### src/rtl/fetch_stage.sv
// -----------------------------------------------------------------------------
// fetch_stage
//
// Instruction fetch stage with a single-outstanding-request memory port, a
// small prefetch FIFO and the IF/ID pipeline register.
//
// Memory handshake: imem_req is a request qualifier and imem_ack is its
// acceptance; a word transfers at a posedge where imem_req && imem_ack are both
// high, and imem_data is valid in that same cycle. While imem_req is high and
// not yet acknowledged, imem_addr does not change. A redirect or reset in the
// current cycle withdraws the request, so any ack seen then is ignored.
//
// Configuration macro: FETCH_PREFETCH_BUF_EN
//   undefined : prefetch FIFO depth 1
//   defined   : prefetch FIFO depth 2
//
// Ports:
//   clk        in   clock, all state updates on posedge
//   rst        in   synchronous active-high reset
//   pc_en      in   1 = ID accepts a new instruction, 0 = stall (hold IF/ID)
//   pc_sel     in   00/11 sequential, 01 redirect to br_target, 10 redirect to lr
//   br_target  in   branch target address
//   lr_we      in   load link register with id_pc + 1
//   imem_req   out  fetch request
//   imem_addr  out  fetch address (fetch PC)
//   imem_ack   in   request accepted, imem_data valid
//   imem_data  in   returned instruction
//   id_ins     out  IF/ID instruction
//   id_pc      out  address of id_ins
//   id_valid   out  IF/ID holds a live instruction
//   lr         out  link register
// -----------------------------------------------------------------------------
module fetch_stage (
    input  logic       clk,
    input  logic       rst,
    input  logic       pc_en,
    input  logic [1:0] pc_sel,
    input  logic [7:0] br_target,
    input  logic       lr_we,
    output logic       imem_req,
    output logic [7:0] imem_addr,
    input  logic       imem_ack,
    input  logic [7:0] imem_data,
    output logic [7:0] id_ins,
    output logic [7:0] id_pc,
    output logic       id_valid,
    output logic [7:0] lr
);

`ifdef FETCH_PREFETCH_BUF_EN
    localparam int unsigned DEPTH = 2;
`else
    localparam int unsigned DEPTH = 1;
`endif
    localparam logic [1:0] DEPTH_C = 2'(DEPTH);

    logic [7:0] fpc_q,      fpc_d;
    logic [7:0] lr_q,       lr_d;
    logic [7:0] id_ins_q,   id_ins_d;
    logic [7:0] id_pc_q,    id_pc_d;
    logic       id_valid_q, id_valid_d;
    logic [1:0] cnt_q,      cnt_d;
    logic [7:0] fifo_ins_q [DEPTH];
    logic [7:0] fifo_ins_d [DEPTH];
    logic [7:0] fifo_pc_q  [DEPTH];
    logic [7:0] fifo_pc_d  [DEPTH];

    logic       redirect;
    logic       accept;
    logic       fifo_empty;
    logic       direct;
    logic       push;
    logic       pop;
    logic [1:0] wr_idx;

    assign redirect   = (pc_sel == 2'b01) || (pc_sel == 2'b10);
    assign fifo_empty = (cnt_q == 2'd0);

    // Room is judged on FIFO occupancy alone (not on pc_en), so a request
    // once raised stays raised until acknowledged even if a stall arrives.
    assign imem_req   = !rst && !redirect && (cnt_q < DEPTH_C);
    assign accept     = imem_req && imem_ack;

    // Bypass the FIFO when it is empty and the IF/ID slot is free this cycle.
    assign direct     = accept && fifo_empty && (pc_en || !id_valid_q);
    assign push       = accept && !direct;
    assign pop        = pc_en && !fifo_empty;
    // A simultaneous pop shifts entries down by one, so the tail moves too.
    assign wr_idx     = pop ? (cnt_q - 2'd1) : cnt_q;

    always_comb begin
        fpc_d      = fpc_q;
        lr_d       = lr_q;
        id_ins_d   = id_ins_q;
        id_pc_d    = id_pc_q;
        id_valid_d = id_valid_q;
        cnt_d      = cnt_q;
        fifo_ins_d = fifo_ins_q;
        fifo_pc_d  = fifo_pc_q;

        // A same-cycle redirect to lr reads lr_q, i.e. the old value.
        if (lr_we) begin
            lr_d = id_pc_q + 8'd1;
        end

        if (redirect) begin
            fpc_d      = (pc_sel == 2'b01) ? br_target : lr_q;
            id_valid_d = 1'b0;
            cnt_d      = 2'd0;
        end else begin
            if (accept) begin
                fpc_d = fpc_q + 8'd1;
            end

            if (pc_en) begin
                if (!fifo_empty) begin
                    id_ins_d   = fifo_ins_q[0];
                    id_pc_d    = fifo_pc_q[0];
                    id_valid_d = 1'b1;
                end else if (direct) begin
                    id_ins_d   = imem_data;
                    id_pc_d    = fpc_q;
                    id_valid_d = 1'b1;
                end else begin
                    id_valid_d = 1'b0;
                end
            end else if (direct) begin
                // Stalled but the slot is empty: fill it instead of buffering.
                id_ins_d   = imem_data;
                id_pc_d    = fpc_q;
                id_valid_d = 1'b1;
            end

            if (pop) begin
                for (int i = 0; i < int'(DEPTH) - 1; i++) begin
                    fifo_ins_d[i] = fifo_ins_q[i+1];
                    fifo_pc_d[i]  = fifo_pc_q[i+1];
                end
            end

            if (push) begin
                for (int i = 0; i < int'(DEPTH); i++) begin
                    if (wr_idx == 2'(i)) begin
                        fifo_ins_d[i] = imem_data;
                        fifo_pc_d[i]  = fpc_q;
                    end
                end
            end

            cnt_d = cnt_q + {1'b0, push} - {1'b0, pop};
        end
    end

    always_ff @(posedge clk) begin
        if (rst) begin
            fpc_q      <= 8'd0;
            lr_q       <= 8'd0;
            id_ins_q   <= 8'd0;
            id_pc_q    <= 8'd0;
            id_valid_q <= 1'b0;
            cnt_q      <= 2'd0;
            fifo_ins_q <= '{default: 8'd0};
            fifo_pc_q  <= '{default: 8'd0};
        end else begin
            fpc_q      <= fpc_d;
            lr_q       <= lr_d;
            id_ins_q   <= id_ins_d;
            id_pc_q    <= id_pc_d;
            id_valid_q <= id_valid_d;
            cnt_q      <= cnt_d;
            fifo_ins_q <= fifo_ins_d;
            fifo_pc_q  <= fifo_pc_d;
        end
    end

    assign imem_addr = fpc_q;
    assign id_ins    = id_ins_q;
    assign id_pc     = id_pc_q;
    assign id_valid  = id_valid_q;
    assign lr        = lr_q;

endmodule

### config.mk
export PLATFORM = sky130hd
export DESIGN_NAME = fetch_stage
export DESIGN_NICKNAME = d
export VERILOG_FILES = /design/src/rtl/fetch_stage.sv
export SDC_FILE = /design/constraint.sdc
export NUM_CORES = 1
export LEC_CHECK = 0
export CAP_MARGIN = 10
export CORE_MARGIN = 2
export CORE_UTILIZATION = 35
export DETAILED_ROUTE_END_ITERATION = 10
export HOLD_SLACK_MARGIN = 0.08
export PLACE_DENSITY_LB_ADDON = 0.2
export SETUP_SLACK_MARGIN = 0.2
export SLEW_MARGIN = 30
export SYNTH_ARGS = -nofsm -noshare
export SYNTH_HDL_FRONTEND = slang
export SYNTH_SLANG_ARGS = --single-unit
### constraint.sdc
create_clock -name clk -period 3.51 [get_ports clk]
set_clock_uncertainty 0.1 [all_clocks]
set_input_delay 0.702 -clock clk [delete_from_list [all_inputs] [get_ports clk]]
set_output_delay 0.702 -clock clk [all_outputs]
set_load 0.05 [all_outputs]
==> impl_results.md <==
- Worst hold start: fifo_ins_q[0]$_SDFFE_PP0P_
- Net count, final: 347
- Area grow syn2layout: 30.5%
- Required @ worst endpoint: 2710 ps
- Post-Syn Area: 2400 um2
- Kind of end point of the critical path: primary output
- CTS Buf Count: 5
- Syn Inst Count: 269
- Max frequency: 346 MHz
- Hold crit path type: reg -> reg
- I/O Buffers: 56
- Share of cells above drive strength 1: 7.52%
- CTS tree: done
- Logic pwr share: 21.8%
- Status: completed
- R2R depth: 10
- Crit path buf inv count: 3
- Clock Latency Late Sink: 300 ps
- Worst setup path class: in -> out
- Synth unique cells: 36
- Boundary pin count: 57
- Hold-fix buffers, CTS: 0
- Initial Utilization: 35.8%
- Clk network pwr share: 31.2%
- Gr usage total: 16.6%
- Ys flop type: dfxtp_1
- Multi-input gate area: 1200 um2
- Post-layout power: 0.00138 W
- CORE AREA: 6720 um2
- Hpwl dp: 4160 um
- Hold depth: 2
- Sequential fraction of the synthesis area: 42.5%
- Reg power frac: 47.0%
- DRT iter0 DRCs: 102
- Top cell type by total area after synthesis: dfxtp_1
- Fin. Hold Viols: 0
- Antenna Violating Nets Remaining: 0
- Switching Fraction: 30.7%
- Number of global-route vias before repair: 2029
- Post-CTS Setup Repair Bufs: 0
- Reg2Reg Setup Slack: 1360 ps
- Syn_nets: 298
- Final Max Tran Viols: 0
- Setup ws final: 623 ps
- GPL Wtd Cong: 0.751
- Period Utilization, post-route: 82.2%
- VDD IR max: 0.000191 V
- First-pass GRT wire length: 10000 um
- Initial antenna violation count: 0
- Reg clk slew, reported paths: 90 ps
- Setup TNS: 0 ps
- Max-Cap Viols: 0
- Sw power: 0.000422 W
- DRC viols: 0
- Pint: 0.000956 W
- Place WS: 593 ps
- Routed WL: 6060 um
- Post-synth top area share: 42.5%
- Synth top area cells: dfxtp_1 43%, a21oi_1 5.4%, nand3_1 5.0%
- Largest stage delay, worst path: 450 ps
- Crit start category: input pin
- Rows: 30
- Fill count: 655
- CTS H-tree lvls: 2
- # diodes: 0
- Setup violators final: 0
- Syn avg cell area: 8.93 um2
- Leakage Power: 1.06 nW
- Worst Max-Slew Pin Slew: 573 ps
- CP Launch Point: pc_sel[1]
- Pwr per Cell Area: 440 nW/um2
- Crit-path cells: clkdlybuf4s50_1 > inv_1 > ha_1 > nor2b_1 > and2_1 > buf_12
- RSZ-0062 raised after global routing: no
- Initial DRT Pass Iterations: 4
- Die W: 86.8 um
- Fin crit period: 2890 ps
- Slew HR: 61.6%
- Die area: 7540 um2
- Largest net degree at the start of global routing: 50
- Root Driver: clkbuf_8
- FF+latch area: 1020 um2
- Worst path top cell family by delay: buffers and inverters
- RR Endpoint: cnt_q[1]$_SDFF_PP0_
- Post_cts resized: 0
- Grt total ovfl: 0
- FF+latch count, synth: 51
- Critical path arrival: 2080 ps
- Crit-path slowest cell: clkdlybuf4s50_1
- Sink Count: 51
- Worst Hold Endpoint: fifo_ins_q[0]$_SDFFE_PP0P_
- R2r startpoint: cnt_q[1]$_SDFF_PP0_
- DR WL/cell: 15.2 um
- Async set or reset register ratio after synthesis: 0%
- Post-synth EDFFs: 0
- Number of vias in the routed layout: 2146
- Crit-path max FO: 5
- Clk buf depth: 2
- Die height: 86.8 um
- Vias/cell: 5.38
- Yosys warns: 0
## cells in the mapped netlist (2+ instances only)
cell type  number
dfxtp_1        51
a21oi_1        26
inv_1          24
nand3_1        24
o21ai_0        15
a211oi_1       14
nor2b_1        11
nor2_1         10
o221a_1        10
clkbuf_1        9
a311oi_1        8
o31ai_1         7
or3_1           7
ha_1            6
o221a_2         6
buf_2           5
nand2_1         5
xnor2_1         4
buf_1           3
nand4_1         3
xor2_1          3
and2_1          2
buf_6           2
nor4_1          2
## state kept, by name, indices dropped and copies added, names as in the netlist
register / count
fifo_pc_q: 8
imem_addr: 8
lr: 8
cnt_q: 2
id_pc: 8
fifo_ins_q: 8
id_ins: 8
id_valid: 1
## worst reg2reg max path, cell delays in order, from the launching register on
cell and delay (ps):
dfxtp_1 350, inv_1 100, ha_1 300, and4b_1 270
nand2_1 60, ha_1 270, inv_1 30, ha_1 180
xnor2_1 200, xnor2_1 140, nor2_1 50
## worst max-delay path by stage
stage,endpoint,slack [ps],depth (start not counted)
4_1_cts,imem_req,640,6
6_report,imem_req,620,6
2_1_floorplan,cnt_q[1]$_SDFF_PP0_,830,12
3_5_place_dp,cnt_q[1]$_SDFF_PP0_,590,11
5_1_grt,imem_req,560,6
3_3_place_gp,imem_req,670,6
## power groups by stage
stage               clock, W  combinational (W)  sequential, W
CTS                 0.000440           0.000302       0.000648
global route        0.000468           0.000319       0.000654
global placement           0           0.000300       0.000662
finish              0.000430           0.000300       0.000648
detailed placement         0           0.000301       0.000661
floorplan                  0          0.0000960       0.000748
## final cells by class
cell class	count	area share, %
multi-input cells	175	38.2
clock inverters	2	1.12
clock buffers	6	2.63
well taps	80	3.19
inverters	24	2.87
flip-flops and latches	51	32.6
repair buffers	61	19.4
## through the flow
stage / area, um2 / hold WS (ps) / utilization (%) / std cells
after floorplan: 2400 / 346 / - / 269
after global placement: 3020 / 359 / 44.9 / 391
after detailed placement: 3020 / 362 / 44.9 / 391
after CTS: 3140 / 383 / 46.7 / 399
after global routing: 3140 / 418 / 46.7 / 399
final: 3140 / 380 / 46.7 / 399
## layer usage
| metal | track usage (%) | vias to the layer above | share of wire, % |
|---|---|---|---|
| met1 | 23.4 | 1008 | 51 |
| met4 | 5.54 | 0 | 1.5 |
| li1 | - | 1086 | - |
| met5 | 0 | - | 0 |
| met3 | 2.86 | 8 | 4.1 |
| met2 | 25.7 | 44 | 44 |
## cell usage in the layout, fill, tap and decap left out, types with 4 or more instances in the layout
master,netlist,final
a21oi_1,26,26
buf_4,0,5
clkbuf_8,0,6
a311oi_1,8,8
inv_1,24,24
o221a_2,6,6
nor2b_1,11,11
nor2_1,10,10
nand3_1,24,24
ha_1,6,6
a211oi_1,14,14
dfxtp_1,51,51
o31ai_1,7,7
or3_1,7,7
clkdlybuf4s50_1,0,55
xnor2_1,4,4
o221a_1,10,10
o21ai_0,15,15
nand2_1,5,5
## cells by family after synthesis
family | Yosys count | share of synthesized area, %
fa+ha+maj | 6 | 3.12
flops | 51 | 42.5
mux | 1 | 0.417
compound gates | 89 | 26.8
simple gates | 72 | 17.0
buf+inv | 43 | 7.60
xor+xnor | 7 | 2.55
Note: power is estimated with default switching activity, not from simulation.
==> variant (same flow settings) <==
The option `FETCH_PREFETCH_BUF_EN` is turned on by a define.
--- a/src/rtl/fetch_stage.sv
+++ b/src/rtl/fetch_stage.sv
@@ -30,6 +30,8 @@
 //   id_valid   out  IF/ID holds a live instruction
 //   lr         out  link register
 // -----------------------------------------------------------------------------
+`define FETCH_PREFETCH_BUF_EN
+
 module fetch_stage (
     input  logic       clk,
     input  logic       rst,
Check against the original RTL: not equivalent (a bounded check fails within 4 cycles, from zero or initial values and one cycle with rst high).
==> variant against the unedited design <==
  * Wire length grew 82%
  * Critical path depth stayed put
  * Area after synthesis increased by 55%
  * Setup slack better by 0.074 ns
  * Combinational power fell by 13%
  * Highest routed layer unchanged
  * Sequential cell count is 16 higher
  * Final area rose by 42%
  * Total power up 25%
  * Worst hold slack got worse by 0.0062 ns
  * Die area rose by 52%
  * Critical path type unchanged
==> variant: results (changes against the unedited design) <==
- Outcome: complete, no violations (unchanged)
- Multi-input gate count: 308 (was 175)
- Synth cell count leaders: dfxtp_1, nand2_1, o21ai_0 (was dfxtp_1, a21oi_1, inv_1, nand3_1, o21ai_0)
- Seq cells post-synth: 67 (was 51)
- Largest cells by area after synthesis: dfxtp_1, o21ai_0, nand2_1 (was dfxtp_1, a21oi_1, nand3_1)
- Met2 Use GR: 0.329 (was 0.257)
- CP Max Fanout: 6 (was 5)
- Endpoints failing hold: 0 (unchanged)
- Part of the Yosys area used for sequential elements: 0.361 (was 0.425)
- Routed vias/inst: 5.63 (was 5.38)
- Flop pwr share: 0.468 (was 0.470)
- Clock-cell share: 0.0432 (was 0.0375)
- Hold path start: id_ins[0]$_SDFFE_PP0N_ (was fifo_ins_q[0]$_SDFFE_PP0P_)
- All-Layer GR Usage: 0.202 (was 0.166)
- Largest net degree at the start of global routing: 42 (was 50)
- Total CTS buffers: 9 (was 5)
- Fillcell total: 1053 (was 655)
- Multi-input gate share of total cell area: 0.459 (was 0.382)
- Fraction of layout cells with a size suffix above 1: 0.118 (was 0.0752)
- P_leak: 1.43 nW (was 1.06 nW)
- Logic inverters: 10 (was 24)
- Met1 Use GR: 0.269 (was 0.234)
- Syn Nets: 457 (was 298)
- First-pass GRT wire length: 18100 um (was 10000 um)
- Non-clk bufs: 72 (was 61)
- HPWL after detailed placement: 7080 um (was 4160 um)
- Final net count: 497 (was 347)
- Worst R2R Path Depth: 9 (was 10)
- Pwr Density: 385 nW/um^2 (was 440 nW/um^2)
- Worst vdd ir: 0.141 mV (was 0.191 mV)
- WHS Endpoint: id_ins[0]$_SDFFE_PP0N_ (was fifo_ins_q[0]$_SDFFE_PP0P_)
- Combinational power share: 0.152 (was 0.218)
- Worst Setup EP: imem_req (unchanged)
- WP data arrival: 2.01 ns (was 2.08 ns)
- Htree depth: 3 (was 2)
- Met3 usage: 0.0255 (was 0.0286)
- Worst-skew pair later-pin latency: 0.35 ns (was 0.30 ns)
- DRT Wirelength: 11000 um (was 6060 um)
- 1st-pass router iterations: 4 (unchanged)
- Number of global-route vias before repair: 3419 (was 2029)
- Ys async rst share: 0 (unchanged)
- Switching share of power: 0.301 (was 0.307)
- DRT iter0 DRCs: 191 (was 102)
- Clock buffer count: 10 (was 6)
- Gpl congestion: 0.763 (was 0.751)
- Seq/total area: 0.300 (was 0.326)
- Worst R2R Setup Slack: 0.85 ns (was 1.36 ns)
- Pin slew with the least headroom to its limit: 0.678 ns (was 0.573 ns)
- Non-clk buf share: 0.151 (was 0.194)
[variant: per-stage QoR]
stage	cells	hold slack (ns)	cell area [sq um]	utilization	worst slack, ns
after global placement	593	0.357	4270	0.414	0.526
after CTS	609	0.380	4460	0.432	0.701
after floorplan	428	0.355	3720	-	0.213
after detailed placement	593	0.364	4270	0.414	0.466
after global routing	609	0.398	4460	0.432	0.620
final	609	0.374	4460	0.432	0.698
[variant: routing by layer]
layer	wire length [um]	up-vias	part of all wire
met5	0	-	0
met4	141	0	0.013
met3	515	11	0.047
met2	5270	98	0.48
met1	5110	1641	0.46
li1	-	1678	-
[variant: cell families after synthesis]
logic type,Yosys count,share of synthesized area
AOI/OAI and AO/OA,149,0.274
xor gates and xnor gates,13,0.0306
adders and majority gates,6,0.0202
buffers and inverters,53,0.0882
DFF,67,0.361
muxes,9,0.0263
and+or+nand+nor,131,0.200
[variant: tightest hold or removal path, cell delays in order (launching register included)]
cell      delay, ns
dfxtp_1        0.33
nand2_1        0.05
a211oi_1       0.05
